[src/rtl/alu_muldiv_iter_pkg.sv]
// Shared definitions for the iterative M-extension unit: RV32M funct3 encodings,
// the M-extension funct7 value, FSM state encoding and the step-datapath mode.
package alu_muldiv_iter_pkg;

    // funct7 that routes an R-type op to this unit instead of the ALU
    localparam logic [6:0] Funct7MulDiv = 7'b0000001;

    typedef enum logic [2:0] {
        F3Mul    = 3'b000,
        F3Mulh   = 3'b001,
        F3Mulhsu = 3'b010,
        F3Mulhu  = 3'b011,
        F3Div    = 3'b100,
        F3Divu   = 3'b101,
        F3Rem    = 3'b110,
        F3Remu   = 3'b111
    } funct3_e;

    typedef enum logic [1:0] {
        StIdle = 2'b00,
        StCalc = 2'b01,
        StFix  = 2'b10,
        StDone = 2'b11
    } state_e;

    typedef enum logic {
        StepMul = 1'b0,
        StepDiv = 1'b1
    } step_mode_e;

    // Divide family occupies the upper half of the funct3 space
    function automatic logic is_div_op(funct3_e op);
        return op[2];
    endfunction

endpackage

[src/rtl/alu_muldiv_iter_step.sv]
// One radix-2 iteration of the multiply/divide datapath (purely combinational).
//   mode_i    : StepMul = shift-add multiply, StepDiv = restoring divide
//   acc_i     : 2*XLEN accumulator
//                 mul: {partial product high, remaining multiplier bits}
//                 div: {partial remainder, remaining dividend / quotient bits}
//   operand_i : multiplicand (mul) or divisor (div), both as magnitudes
//   acc_o     : accumulator after this iteration (div: LSB left 0 for the quotient bit)
//   q_bit_o   : quotient bit produced by this iteration (0 in mul mode)
module alu_muldiv_iter_step
    import alu_muldiv_iter_pkg::*;
#(
    parameter int unsigned XLEN = 32
) (
    input  step_mode_e          mode_i,
    input  logic [2*XLEN-1:0]   acc_i,
    input  logic [XLEN-1:0]     operand_i,
    output logic [2*XLEN-1:0]   acc_o,
    output logic                q_bit_o
);

    logic [XLEN:0] sum;
    logic [XLEN:0] part_rem;
    logic [XLEN:0] diff;

    always_comb begin
        // Carry of the add is kept for one cycle only: it becomes the new MSB after the shift
        sum      = {1'b0, acc_i[2*XLEN-1:XLEN]} + (acc_i[0] ? {1'b0, operand_i} : '0);
        // Partial remainder shifted left with the next dividend bit brought in (XLEN+1 bits)
        part_rem = acc_i[2*XLEN-1:XLEN-1];
        diff     = part_rem - {1'b0, operand_i};
        acc_o    = acc_i;
        q_bit_o  = 1'b0;
        if (mode_i == StepMul) begin
            acc_o = {sum, acc_i[XLEN-1:1]};
        end else begin
            // part_rem < 2*divisor, so the top bit of diff is a clean borrow
            q_bit_o = ~diff[XLEN];
            if (q_bit_o) begin
                acc_o = {diff[XLEN-1:0], acc_i[XLEN-2:0], 1'b0};
            end else begin
                acc_o = {part_rem[XLEN-1:0], acc_i[XLEN-2:0], 1'b0};
            end
        end
    end

endmodule

[src/rtl/alu_muldiv_iter.sv]
// Multi-cycle RV32M unit (MUL/MULH/MULHSU/MULHU/DIV/DIVU/REM/REMU) with valid/ready on
// both sides and one op in flight. Radix-2 shift-add multiply, restoring divide.
// Ports:
//   clk_i        clock, rising edge
//   rst_i        asynchronous active-high reset
//   flush_i      synchronous abort of the op in flight; blocks acceptance in IDLE
//   in_valid_i   request valid          in_ready_o  accepting (IDLE only)
//   funct3_i     RV32M op select        op_a_i/op_b_i  rs1/rs2 values
//   out_valid_o  result valid (held)    out_ready_i consumer takes result
//   result_o     registered result      busy_o      state != IDLE
module alu_muldiv_iter
    import alu_muldiv_iter_pkg::*;
#(
    parameter int unsigned XLEN         = 32,
    parameter bit          FAST_SPECIAL = 1'b1
) (
    input  logic            clk_i,
    input  logic            rst_i,
    input  logic            flush_i,
    input  logic            in_valid_i,
    output logic            in_ready_o,
    input  logic [2:0]      funct3_i,
    input  logic [XLEN-1:0] op_a_i,
    input  logic [XLEN-1:0] op_b_i,
    output logic            out_valid_o,
    input  logic            out_ready_i,
    output logic [XLEN-1:0] result_o,
    output logic            busy_o
);

    localparam int unsigned     CntW   = $clog2(XLEN);
    localparam logic [XLEN-1:0] MinInt = {1'b1, {(XLEN-1){1'b0}}};

    state_e              state_q,    state_d;
    logic [CntW-1:0]     cnt_q,      cnt_d;
    funct3_e             funct3_q,   funct3_d;
    logic [2*XLEN-1:0]   acc_q,      acc_d;
    logic [XLEN-1:0]     opnd_q,     opnd_d;
    logic                neg_res_q,  neg_res_d;
    logic                neg_rem_q,  neg_rem_d;
    logic                div_zero_q, div_zero_d;
    logic [XLEN-1:0]     result_q,   result_d;

    // Request decode (only meaningful in IDLE)
    funct3_e         req_op;
    logic            req_div;
    logic            sign_a, sign_b;
    logic            a_neg, b_neg;
    logic [XLEN-1:0] mag_a, mag_b;
    logic            req_zero, req_ovf;
    logic [XLEN-1:0] fast_res;
    logic            accept;

    always_comb begin
        req_op   = funct3_e'(funct3_i);
        req_div  = is_div_op(req_op);
        sign_a   = req_op inside {F3Mulh, F3Mulhsu, F3Div, F3Rem};
        sign_b   = req_op inside {F3Mulh, F3Div, F3Rem};
        a_neg    = sign_a & op_a_i[XLEN-1];
        b_neg    = sign_b & op_b_i[XLEN-1];
        mag_a    = a_neg ? -op_a_i : op_a_i;
        mag_b    = b_neg ? -op_b_i : op_b_i;
        req_zero = req_div && (op_b_i == '0);
        req_ovf  = (req_op inside {F3Div, F3Rem}) && (op_a_i == MinInt) && (op_b_i == '1);
        // funct3[1] separates REM/REMU from DIV/DIVU
        fast_res = '0;
        if (req_zero) begin
            fast_res = funct3_i[1] ? op_a_i : '1;
        end else if (req_ovf) begin
            fast_res = funct3_i[1] ? '0 : MinInt;
        end
        accept   = in_valid_i && (state_q == StIdle) && !flush_i;
    end

    // One iteration of the datapath
    step_mode_e        step_mode;
    logic [2*XLEN-1:0] step_acc;
    logic              step_q_bit;

    assign step_mode = is_div_op(funct3_q) ? StepDiv : StepMul;

    alu_muldiv_iter_step #(
        .XLEN (XLEN)
    ) u_step (
        .mode_i    (step_mode),
        .acc_i     (acc_q),
        .operand_i (opnd_q),
        .acc_o     (step_acc),
        .q_bit_o   (step_q_bit)
    );

    // Sign fix-up and result selection
    logic [2*XLEN-1:0] prod_fix;
    logic [XLEN-1:0]   quo_fix, rem_fix;
    logic [XLEN-1:0]   fix_res;

    always_comb begin
        prod_fix = neg_res_q ? -acc_q : acc_q;
        quo_fix  = neg_res_q ? -acc_q[XLEN-1:0] : acc_q[XLEN-1:0];
        // Divide by zero leaves quotient magnitude all ones; the sign fix would corrupt it
        if (div_zero_q) begin
            quo_fix = '1;
        end
        rem_fix  = neg_rem_q ? -acc_q[2*XLEN-1:XLEN] : acc_q[2*XLEN-1:XLEN];
        fix_res  = '0;
        unique case (funct3_q)
            F3Mul:                      fix_res = prod_fix[XLEN-1:0];
            F3Mulh, F3Mulhsu, F3Mulhu:  fix_res = prod_fix[2*XLEN-1:XLEN];
            F3Div, F3Divu:              fix_res = quo_fix;
            F3Rem, F3Remu:              fix_res = rem_fix;
            default:                    fix_res = '0;
        endcase
    end

    // Next-state logic
    always_comb begin
        state_d    = state_q;
        cnt_d      = cnt_q;
        funct3_d   = funct3_q;
        acc_d      = acc_q;
        opnd_d     = opnd_q;
        neg_res_d  = neg_res_q;
        neg_rem_d  = neg_rem_q;
        div_zero_d = div_zero_q;
        result_d   = result_q;

        unique case (state_q)
            StIdle: begin
                if (accept) begin
                    funct3_d   = req_op;
                    neg_res_d  = a_neg ^ b_neg;
                    neg_rem_d  = a_neg;
                    div_zero_d = req_zero;
                    cnt_d      = CntW'(XLEN - 1);
                    if (req_div) begin
                        acc_d  = {{XLEN{1'b0}}, mag_a};
                        opnd_d = mag_b;
                    end else begin
                        acc_d  = {{XLEN{1'b0}}, mag_b};
                        opnd_d = mag_a;
                    end
                    if (FAST_SPECIAL && (req_zero || req_ovf)) begin
                        result_d = fast_res;
                        state_d  = StDone;
                    end else begin
                        state_d  = StCalc;
                    end
                end
            end
            StCalc: begin
                if (flush_i) begin
                    state_d = StIdle;
                end else begin
                    // Quotient bit drops into the LSB vacated by the divide shift
                    acc_d    = {step_acc[2*XLEN-1:1], step_acc[0] | step_q_bit};
                    cnt_d    = cnt_q - CntW'(1);
                    if (cnt_q == '0) begin
                        state_d = StFix;
                    end
                end
            end
            StFix: begin
                if (flush_i) begin
                    state_d = StIdle;
                end else begin
                    result_d = fix_res;
                    state_d  = StDone;
                end
            end
            StDone: begin
                if (flush_i || out_ready_i) begin
                    state_d = StIdle;
                end
            end
            default: state_d = StIdle;
        endcase
    end

    always_ff @(posedge clk_i or posedge rst_i) begin
        if (rst_i) begin
            state_q    <= StIdle;
            cnt_q      <= '0;
            funct3_q   <= F3Mul;
            acc_q      <= '0;
            opnd_q     <= '0;
            neg_res_q  <= 1'b0;
            neg_rem_q  <= 1'b0;
            div_zero_q <= 1'b0;
            result_q   <= '0;
        end else begin
            state_q    <= state_d;
            cnt_q      <= cnt_d;
            funct3_q   <= funct3_d;
            acc_q      <= acc_d;
            opnd_q     <= opnd_d;
            neg_res_q  <= neg_res_d;
            neg_rem_q  <= neg_rem_d;
            div_zero_q <= div_zero_d;
            result_q   <= result_d;
        end
    end

    assign in_ready_o  = (state_q == StIdle);
    assign out_valid_o = (state_q == StDone);
    assign busy_o      = (state_q != StIdle);
    assign result_o    = result_q;

endmodule

[config.mk]
export PLATFORM = sky130hd
export DESIGN_NAME = alu_muldiv_iter
export DESIGN_NICKNAME = d
export VERILOG_FILES = /design/src/rtl/alu_muldiv_iter_pkg.sv /design/src/rtl/alu_muldiv_iter_step.sv /design/src/rtl/alu_muldiv_iter.sv
export SDC_FILE = /design/constraint.sdc
export NUM_CORES = 1
export LEC_CHECK = 0
export BUFFER_PORTS_ARGS = -buffer_cell sky130_fd_sc_hd__buf_2
export CAP_MARGIN = 10
export CORE_MARGIN = 2
export CORE_UTILIZATION = 25
export CTS_CLUSTER_SIZE = 25
export DETAILED_ROUTE_END_ITERATION = 6
export PLACE_DENSITY = 0.52
export SLEW_MARGIN = 20
export SYNTH_ARGS = -nofsm -noshare
export SYNTH_HDL_FRONTEND = slang
export SYNTH_SLANG_ARGS = --single-unit
[constraint.sdc]
create_clock -name clk_i -period 5.43 [get_ports clk_i]
set_input_delay 1.629 -clock clk_i [delete_from_list [all_inputs] [get_ports clk_i]]
set_output_delay 1.629 -clock clk_i [all_outputs]
set_load 0.1 [all_outputs]
==> run summary, run 1 <==
The flow ran to the end, and the final reports show no timing, DRC or antenna violations. The number of nets in the final layout came out at between 2000 and 2500. The buffer count from post-CTS setup fixing came out at 0. After detailed routing, the average wire length per cell comes to approximately 23 um. In this run the worst path has a maximum fanout of 23.

The post-synthesis cell area is 16000 um2. The fmax came out at roughly 0.23 GHz. By count the netlist is led by nor2_1 (247), a21oi_1 (204), nand2_1 (188).

The most frequent cell on the critical path is o211ai_1. Summed over its instances, the top area cell type makes up between 20% and 30% of the synthesized netlist area. The final critical path takes up 79.6% of the cycle.

The share of synthesized area occupied by flip-flops and latches came out at around 22%. The final cell count without fillers came out at about 3000. Detailed placement ended at an HPWL of 53400 um.

The overall overflow remaining after global route came out at 0. The number of hold violations in the final report was 0. The fraction of layout instances using a drive strength above 1 came out at roughly 11%.

The post-detailed-routing wire length is 69800 um. The via count of the first global-routing pass is between 15000 and 20000. The number of max-capacitance violations reported came out at 0.

Among all stages on the critical path, the largest delay is contributed by mux2_2. The overall die width is around 260 um. The count of distinct cell types in the synthesized netlist came out at 95. The violation count after the first detailed-route iteration is around 2000. The initial antenna violation count was 0. Clock skew on the completed layout was measured at approximately 0.019 ns. Averaged over all synthesized cells, the footprint is roughly 7.3 um2. The number of cells on the worst reg-to-reg path came out at 11.

In the global route stage, overall resource usage came out at about a fifth. The hold-fix buffer count after cts is 0. The total nets after synthesis is 2337.

After detailed routing, the number of remaining DRC violations is 0. The height of the chip is roughly 260 um. For this run, the leading register cell type out of synthesis is dfrtp_1. The total of warnings raised by yosys came out at 0. The wire length of the first global-routing pass is approximately 100000 um. The repair_antennas step left the layout with diodes totalling 0. Yosys attributes the largest share of cell area to dfrtp_1 (22%), a21oi_1 (6.4%), nor2_1 (5.8%), ha_1 (5.6%), xnor2_1 (5.0%).

VDD sags by at most 266 uV. The most common cell in the synthesized netlist is nor2_1. The worst hold path cell count came out at 2. The area growth from synthesis to layout is 11.6%. The number of slew-limit violations in the final report came out at 0.

The clock tree buffer depth came out at 2. The final period demand of the worst path is ~4.3 ns. The starting density of the core came out at between 20% and 30%. The type of element capturing the critical path is a flip-flop. The tree built by TritonCTS fans out to roughly 140 sinks. The TritonCTS clock tree is done. The number of buffer cells added on primary ports came out at 106. The type of the tightest min-delay check is reg -> reg.

Setup repair after global routing left no endpoint under its margin. The number of setup violations in the final report is 0. The aggregate negative setup slack came out at 0 ns. After detailed routing, the number of vias per cell comes to approximately 5.7. The count of nets left with antenna violations after detail routing came out at 0. The deepest level of the CTS H-tree came out at 4.

The core region is approximately 63000 um2. The clock transition at the registers of the reported paths is 0.07 ns. The signal on the critical path passes through inv_1, fa_1, nand2b_1, a21oi_1, o211ai_1, o211ai_1, o21bai_1, a21oi_2, mux2_2, a211o_1, a221oi_1.

Including well taps, the total number of placed cells is roughly 3000. The data required time of the critical path came out at 5.78 ns. The number of vias in the routed layout is 17500. The later-pin clock latency in the skew report is roughly 0.46 ns. The analysis attributes to cell leakage a power of about 7.3 nW. The critical path in this run is classified as reg -> reg. The flip-flop and latch count after synthesis is 141. On the worst path, the slowest cell contributes a delay of approximately 0.64 ns. For this design the ratio of total power to cell area is around 460 nW/um2. Measured against its own limit, the worst slew margin works out to 25.6%. Counting flops with an async set or reset pin after synthesis yields a share of 100%. The number of placed I/O pins came out at between 100 and 150. The data arrival at the endpoint of the critical path came out at 4.68 ns.

The number of synthesized flops with an enable pin came out at 0. Of all cell types, the one taking the most synthesized area is dfrtp_1. The maximum number of pins on one net before global-route repair came out at around 110. CTS placed an instance of clkbuf_16 at the clock tree root. The floorplan has 92 rows.

The number of clock buffers inserted by TritonCTS is 17. The number of standard cells after synthesis is roughly 2200. The worst setup path is launched from a flip-flop. The last weighted congestion value of the routability-driven placer came out at approximately 0.98. Gates resized during post-CTS repair numbered 0. The count of TritonRoute iterations in the first routing pass came out at 6. The die covers around 66000 um2. For the pin with the worst max-slew slack, the measured transition is 1.12 ns.
[sequential cells by signal (all words and copies together) (netlist names)]
signal	flops
opnd_q	32
neg_rem_q	1
funct3_q	3
neg_res_q	1
state_q	2
result_o	32
div_zero_q	1
cnt_q	5
acc_q	64
[per-stage QoR]
stage               hold slack, ns  instance area [um2]  setup WS (ns)  total power, mW  utilization [%]
CTS                          0.486                17800           1.10             8.17             28.3
floorplan                    0.450                16000         0.0198             5.33                -
global route                 0.522                17800          0.866             8.85             28.3
detailed placement           0.471                17300          0.694             6.95             27.4
finish                       0.479                17800           1.11             8.29             28.3
global placement             0.469                17300          0.750             6.91             27.4
[layout make-up]
cell class,instances,area (um2)
fill,6964,45300
multi-input combinational,1816,11600
sequential,141,3530
tap,846,1060
timing repair buffer,147,866
clock buffer,17,425
inverter,67,256
clock inverter,15,141
[path summary, 6_finish.rpt]
path                                 from           end  slack [ns]
max in group asynchronous           rst_i     acc_q[36]        3.13
min in group asynchronous           rst_i  result_o[25]        1.29
worst min register to register  opnd_q[6]     opnd_q[6]        0.48
worst max register to register  acc_q[32]     acc_q[63]        1.11
worst min-delay path            opnd_q[6]     opnd_q[6]        0.48
worst max-delay path            acc_q[32]     acc_q[63]        1.11
[report_power, final]
group | internal, mW | leakage, nW | switching [mW]
Clock | 0.637 | 0.275 | 0.558
Combinational | 1.91 | 5.28 | 3.39
Sequential | 1.26 | 1.78 | 0.528
[critical path: cells and delay by family (launching register included)]
family / cells / cell delay, ns
AND/OR/NAND/NOR: 1 / 0.18
multiplexers: 1 / 0.64
buffers and inverters: 1 / 0.25
adder cells (fa/ha/maj): 1 / 0.49
flip-flops: 1 / 0.58
AO/OA/AOI/OAI: 7 / 2.08
[routing by layer]
layer / vias up / routed length (um) / part of all wire (%) / global-route usage (%)
met5: - / 0 / 0 / 0
met4: 0 / 3390 / 4.9 / 9.27
met3: 133 / 5770 / 8.3 / 3.69
met2: 891 / 30600 / 44 / 31.9
met1: 8476 / 30000 / 43 / 27.9
li1: 8019 / - / - / -
[cells by family after synthesis]
family / share of synthesized area, %
compound gates: 29.9
flops: 22.1
buf+inv: 5.79
xor+xnor: 9.26
simple gates: 22.3
mux: 4.88
fa+ha+maj: 5.81
[cell usage in the layout, fill, tap and decap left out, drive strengths merged, types with 10 or more instances in the layout]
master,instances
clkinv,10
nand2,188
inv,69
nor4,25
nor2b,17
o211ai,44
o41ai,13
mux2i,70
ha,71
xnor2,91
o21a,17
a211oi,19
nand3,42
nor2,249
a221oi,19
clkbuf,17
nor3,48
or3,25
o221ai,16
or4,14
a21oi,205
xor2,78
a22oi,26
o22ai,14
and2,15
a31oi,44
o21ai,218
and3,14
nand2b,21
nand4,34
dfrtp,141
or2,15
a21o,46
o31ai,27
buf,147
Power figures use the tool's default switching activity.
==> inputs of run 2 (changes only) <==
clock period = 3.6 ns   (was 5.43 ns; I/O delays follow)
==> run summary, run 2 (synthesized netlist as in run 1, its figures left out) <==
The run finished with clean final reports. The post-detailed-routing wire length was 74000 um (+6.1%). The power density over the cells is 703 nW/um2 (+51%).

The total cell area at the placement stage came out at 18900 um2 (+9.3%). The number of buffer and inverter stages on the critical path came out at 4 (+3). Counting stages on the worst path, the most repeated cell is buf_4. The worst min-delay path startpoint is opnd_q[3]. The leakage power summed over all cells was 8.37 nW (+14%).

The type of element capturing the critical path is a flip-flop. The post-route fraction of the period consumed by the critical path is 95.6%. The via count of the first global-routing pass is 17100 (+5.9%).

The critical path ends at opnd_q[13]. The data arrival at the endpoint of the critical path is 3.84 ns (-0.84 ns). The violation count after the first detailed-route iteration is 1874 (-4.5%).

The number of cells on the worst reg-to-reg path came out at 14 (+3). The worst vdd rail ir drop is 393 uV (+48%). The number of placed I/O pins came out at 107 (unchanged). The final instance area came out at 19500 um2 (+9.6%). The tightest min-delay check is of the reg -> reg type. The number of hold violations in the final report was 0 (unchanged). The count of nets left with antenna violations after detail routing is 0 (unchanged). The depth of the critical timing path with buffers and inverters included came out at 11 (unchanged). The buffer count from post-CTS setup fixing came out at 0 (unchanged). The number of vias in the routed layout came out at 18000 (+2.8%). The flop-to-flop setup slack is 0.19 ns (-0.92 ns). The largest stage delay on the critical path came to 0.61 ns (-0.03 ns). The endpoint identified for the worst register-to-register timing path is acc_q[59]. The clock transition at the registers of the reported paths is 0.07 ns (about the same).

The clock power share is 14.9% (+0.5 points). The area growth from synthesis to final layout came out at 22.3%. The transition time at the pin with the least slew margin is 1.11 ns (-0.00345 ns).

The later-pin clock latency in the skew report was 0.46 ns (about the same). The hold-fix buffer count after cts is 0 (unchanged). The number of max-capacitance violations reported came out at 0 (unchanged).

The clock sink count is 141 (unchanged). The starting density of the core came out at 25.3% (unchanged). The max-slew headroom at the worst pin is 24.9% (-0.71 points). The most common library cell in the layout ignoring fill and taps is nor2_1. The fraction of layout instances using a drive strength above 1 is 18.4% (+7.6 points). Grouping stages by cell kind, the critical path spends the most delay in multiplexers. The via density per instance came out at 5.54 (-3.5%). Among all stages on the critical path, the largest delay is contributed by mux2i_1. The TritonCTS clock tree is done. The count of TritonRoute iterations in the first routing pass came out at 6 (unchanged).

The placeable core region is 63100 um2 (unchanged). The initial antenna violation count is 2 (+2). STA classifies the critical path startpoint as an input pin. The data required time of the critical path came out at 4.00 ns (-1.78 ns). The overall overflow remaining after global route is 0 (unchanged). The maximum number of pins on one net before global-route repair was 142 (+28%).

The deepest level of the CTS H-tree is 4 (unchanged). The post-detailed-placement half-perimeter wirelength came to 58300 um (+9.1%). The number of slew-limit violations in the final report was 0 (unchanged).

The flip-flop count of the largest register after layout came out at 64 (unchanged). The count of standard-cell rows came out at 92 (unchanged). The floorplan die area is 66000 um2 (unchanged). The signal on the critical path passes through buf_2, buf_4, or4_1, nor3_1, buf_4, nand2b_1, buf_4, o41ai_1, xor2_1, mux2i_1, mux2_2.

The mean routed wirelength per cell is 22.8 um (-0.46%). The clock period could shrink to 3.44 ns. The clock tree buffer depth came out at 2 (unchanged). The number of buffer cells added on primary ports is 106 (unchanged). The last weighted congestion value of the routability-driven placer is 0.967 (-0.94%). The fraction of power consumed by sequential logic is 17.5% (-4.1 points).

The height of the chip came out at 257 um (unchanged). The switching fraction of total power came out at 50.8% (-3.1 points). The fmax is about 0.29 GHz. The aggregate negative setup slack is 0 ns (unchanged). The maximum fanout count along the critical path is 3 (-87%). In this run the critical register-to-register path is launched from acc_q[0]. The number of clock buffers inserted by TritonCTS came out at 17 (unchanged). The overall die width was 257 um (unchanged).

The number of setup violations in the final report came to 0 (unchanged). The final clock skew came out at 0.0128 ns (-0.00597 ns). The net switching component of the power is 6.98 mW (+56%). The number of nets in the final layout came out at 2536 (+8.6%).

The combinational fraction of design power is 67.6% (+3.6 points). The path type of the worst setup path is in -> reg. The total power draw was 13.7 mW (+66%). The count of antenna diodes in the layout came out at 0 (unchanged). The wire length of the first global-routing pass is 110000 um (+4.9%). The DRC violation count after routing is 0 (unchanged). The all-layer global routing usage came out at 21.8% (+1.2 points).

The filler cell count in the final layout is 6865 (-1.4%). acc_q holds more flip-flops than any other register. The internal power came out at 6.75 mW (+77%). The cell chosen for the clock root is clkbuf_16.

The top cell types in the final layout, fill and taps aside, are nor2_1 (245), buf_4 (234), a21oi_1 (203). Setup repair after global routing left no endpoint under its margin. The most critical setup path has its startpoint at op_a_i[0].
-- run 2: cell types whose count changed in the layout (fill, tap and decap cells not counted), sizes merged --
cell      change
buf         +201
clkinv        -8
bufinv        +4
clkbuf        +4
inv           -3
clkinvlp      +2
-- run 2: final cells by class --
type / instances / area (um2) / share of cell area, %
Multi-Input combinational cell: 1816 / 11600 / 59.2
Sequential cell: 141 / 3530 / 18.1
Timing Repair Buffer: 348 / 2460 / 12.6
Tap cell: 846 / 1060 / 5.42
Clock buffer: 21 / 470 / 2.41
Inverter: 67 / 255 / 1.31
Clock inverter: 10 / 186 / 0.954
-- run 2: how the worst min path moves through the flow --
stage	to	slack (ns)	cells past startpoint
2_1_floorplan	opnd_q[12]	0.45	2
3_3_place_gp	opnd_q[2]	0.47	2
3_5_place_dp	opnd_q[8]	0.47	2
4_1_cts	opnd_q[8]	0.49	2
5_1_grt	cnt_q[0]	0.53	1
6_report	opnd_q[3]	0.49	2
-- run 2: per-stage QoR --
stage	hold slack [ns]	cells	utilization [%]	setup WS (ns)
global route	0.531	3249	31.0	0.00517
detailed placement	0.474	3218	29.9	-0.426
finish	0.486	3249	31.0	0.160
floorplan	0.450	2192	-	0.194
CTS	0.488	3249	31.0	0.0307
global placement	0.466	3218	29.9	-0.443
-- run 2: power by group through the flow --
stage	logic, mW	registers, mW	clock network, mW
after floorplan	5.80	2.23	0
after global placement	8.96	2.41	0
after detailed placement	9.01	2.41	0
after CTS	9.08	2.38	2.07
after global routing	10.0	2.43	2.14
final	9.29	2.40	2.05
-- run 2: worst reg2reg max path: stages, from the launching register on --
cell,delay (ns)
dfrtp_1,0.38
inv_2,0.14
buf_12,0.22
nor2_1,0.11
ha_1,0.36
and4_1,0.37
nand3_1,0.25
a211oi_1,0.25
buf_4,0.19
nor4b_2,0.07
o31ai_1,0.28
a21o_1,0.22
xor2_1,0.08
a22oi_1,0.23
o211ai_1,0.13
-- run 2: what timing repair did --
action                                  in CTS  in global routing
gates cloned                                 0                  0
gates resized for setup                      1                  6
endpoints found under the setup margin       1                 14
pin swaps                                    0                  1
-- run 2: metal layers --
layer / wire length [um] / vias to the layer above / track usage [%]
met5: 25 / - / 0
met1: 32200 / 8607 / 29.4
li1: - / 8412 / -
met2: 32800 / 850 / 34.2
met4: 3040 / 4 / 9.09
met3: 5880 / 136 / 3.88
==> inputs of run 3 (changes only) <==
BUFFER_PORTS_ARGS = not set   (was -buffer_cell sky130_fd_sc_hd__buf_2)
DONT_BUFFER_PORTS = 1   (was not set)
PLACE_DENSITY = 0.51   (was 0.52)
SETUP_SLACK_MARGIN = 0.4   (was not set)
==> run summary, run 3 (synthesized netlist as in run 1, its figures left out) <==
The kind of start point of the critical path is a flip-flop. The count of standard-cell rows is 92 (unchanged). The setup slack at placement is -0.00743 ns (+0.419 ns).

The power density over the cells is 729 nW/um2 (+3.8%). TritonCTS built the clock tree. The number of setup violations in the final report came out at 0 (unchanged). The clock tree buffer depth was 2 (unchanged). The number of buffer cells added on primary ports came to 0 (-100%). The max-slew headroom at the worst pin came out at 33.1% (+8.3 points). The area used by sequential logic in the layout is 3540 um2 (+0.25%).

The number of vias in the routed layout is 17700 (-1.6%). The footprint of the multi-input gates came out at 12100 um2 (+4.8%). The wire length of the first global-routing pass is 108000 um (-1.4%). The leakage power summed over all cells came out at 7.89 nW (-5.7%). The area growth from synthesis to final layout is 21.2%. The data required time of the critical path is 3.95 ns (-0.05 ns). The count of TritonRoute iterations in the first routing pass came out at 5 (-1). The floorplan die area came to 66000 um2 (unchanged). The hold-fix buffer count after cts came out at 0 (unchanged).

The data arrival at the endpoint of the critical path came out at 3.57 ns (-0.27 ns). The register with the highest flop count is acc_q. The final period demand of the worst path came out at 3.21 ns (-0.226 ns). The later-pin clock latency in the skew report came out at 0.47 ns (about the same).

The routed wire length on met3 came out at 5010 um (-15%). Routed signal wires occupy layers up through met5. The largest stage delay on the critical path came out at 0.42 ns (-0.19 ns). The final cell count without fillers came out at 3127 (-3.8%). The placeable core region came out at 63100 um2 (unchanged).

The number of cells on the worst reg-to-reg path is 13 (-1). The number of max-capacitance violations reported came out at 0 (unchanged). The flip-flop count of the largest register after layout was 64 (unchanged). The number of nets in the final layout is 2413 (-4.9%). The detailed-routing wirelength on met1 came to 32300 um (+0.26%).

The clock transition at the registers of the reported paths is 0.07 ns (about the same). The mean routed wirelength per cell came to 23.4 um (+2.6%). The number of clock buffers inserted by TritonCTS is 17 (unchanged). The overall die width is 257 um (unchanged).

In this run the worst hold path is classified as in -> async. The worst vdd rail ir drop is 433 uV (+10%). The number of cells after detailed placement came out at 3069 (-4.6%).

The count of antenna diodes in the layout came out at 0 (unchanged). The clock sink count came out at 141 (unchanged). The final clock skew came to 0.0114 ns (-0.00134 ns). CTS placed an instance of clkbuf_16 at the clock tree root. The post-detailed-routing wire length is 73100 um (-1.2%). The height of the chip came out at 257 um (unchanged). The maximum fanout count along the critical path came to 10 (+7). The number of slew-limit violations in the final report is 0 (unchanged).

The via density per instance is 5.67 (+2.2%). The overall overflow remaining after global route is 0 (unchanged). The worst hold slack across all endpoints is 0.449 ns (-0.0363 ns). The deepest level of the CTS H-tree came to 4 (unchanged). The all-layer global routing usage is 21.4% (-0.37 points). In the layout the commonest cells are nor2_1 (242), buf_4 (212), a21oi_1 (196).

The fmax came out at 0.311 GHz (+7.0%). The final setup slack of the worst path came out at 0.386 ns (+0.226 ns). The violation count after the first detailed-route iteration is 1859 (-0.80%). The last weighted congestion value of the routability-driven placer came out at 0.963 (-0.40%). The post-detailed-placement half-perimeter wirelength came out at 57200 um (-1.8%). Traced cell by cell, the critical path runs through inv_1, ha_2, and4_1, and3_1, o211ai_1, o211ai_1, o21bai_2, a21oi_2, buf_6, mux2i_4, buf_6, o21ai_0, a31o_1. The run finished with clean final reports.

The fraction of layout instances using a drive strength above 1 came out at 17.8% (-0.51 points). Leaving out fill and tap cells, the most frequent cell in the layout is nor2_1. Setup repair after global routing could not meet its margin everywhere. The count of nets left with antenna violations after detail routing came out at 0 (unchanged). The met2 routed wirelength was 32800 um (about the same).

The critical path is of the reg -> reg type. The transition time at the pin with the least slew margin came out at 1.00 ns (-0.110 ns). The maximum number of pins on one net before global-route repair came out at 117 (-18%).

The critical-path cell with the highest stage delay is dfrtp_2. The DRC violation count after routing came out at 0 (unchanged). The number of placed I/O pins is 107 (unchanged). The post-route fraction of the period consumed by the critical path is 89.3% (-6.3 points). The starting density of the core is 25.3% (unchanged). The number of hold violations in the final report is 0 (unchanged). The initial antenna violation count is 1 (-1). The type of element capturing the critical path is a flip-flop. The via count of the first global-routing pass is 16700 (-2.4%). The filler cell count in the final layout came out at 6919 (+0.79%). The total power draw is 14.1 mW (+2.9%).
run 3: cell types whose count changed in the layout (fill, tap and decap cells not counted), sizes merged:
cell      change
inv           +1
bufinv        -2
buf         -123
clkinv        +2
clkinvlp      +2
clkbuf        -2
run 3: metal layers:
metal,vias to the layer above,track usage [%]
li1,8158,-
met1,8657,29.0
met5,-,0
met4,2,8.79
met2,768,33.6
met3,134,3.87
run 3: timing repair:
action                                  4_1_cts  5_1_grt
setup buffers                                11       15
pin swaps                                    13       34
gates resized for setup                      36       87
endpoints found under the setup margin       36       49
run 3: path summary, 6_finish.rpt:
check                                start           end  slack [ns]
worst max-delay path            opnd_q[19]     acc_q[32]        0.39
worst min-delay path                 rst_i  result_o[20]        0.45
worst max register to register  opnd_q[19]     acc_q[32]        0.39
worst min register to register   opnd_q[6]     opnd_q[6]        0.48
max in group asynchronous            rst_i     acc_q[60]        2.14
min in group clk_i               opnd_q[6]     opnd_q[6]        0.48
run 3: power breakdown:
part / switching [mW] / internal [mW]
clock: 0.799 / 1.11
sequential: 0.642 / 1.92
combinational: 5.71 / 3.96
run 3: area by class of cell:
cell class	count	share of cell area (%)
Multi-Input combinational cell	1816	62.6
Sequential cell	141	18.3
Timing Repair Buffer	225	9.21
Inverter	67	1.34
Clock buffer	19	2.29
Clock inverter	13	0.846
Tap cell	846	5.46
run 3: stage by stage:
step	cell area (um2)	TNS (ns)	util, %
3_5_place_dp	18000	-0.0223	28.5
4_1_cts	18800	0	29.9
2_1_floorplan	16000	0	-
3_3_place_gp	18000	-1.76	28.5
5_1_grt	19400	0	30.7
6_report	19400	0	30.7
run 3: worst max-delay path, delay by kind of cell, from the launching register on:
kind / cells / cell delay [ns]
flip-flops: 1 / 0.42
AO/OA/AOI/OAI: 6 / 1.06
adder cells (fa/ha/maj): 1 / 0.40
AND/OR/NAND/NOR: 2 / 0.47
buffers and inverters: 3 / 0.46
multiplexers: 1 / 0.28
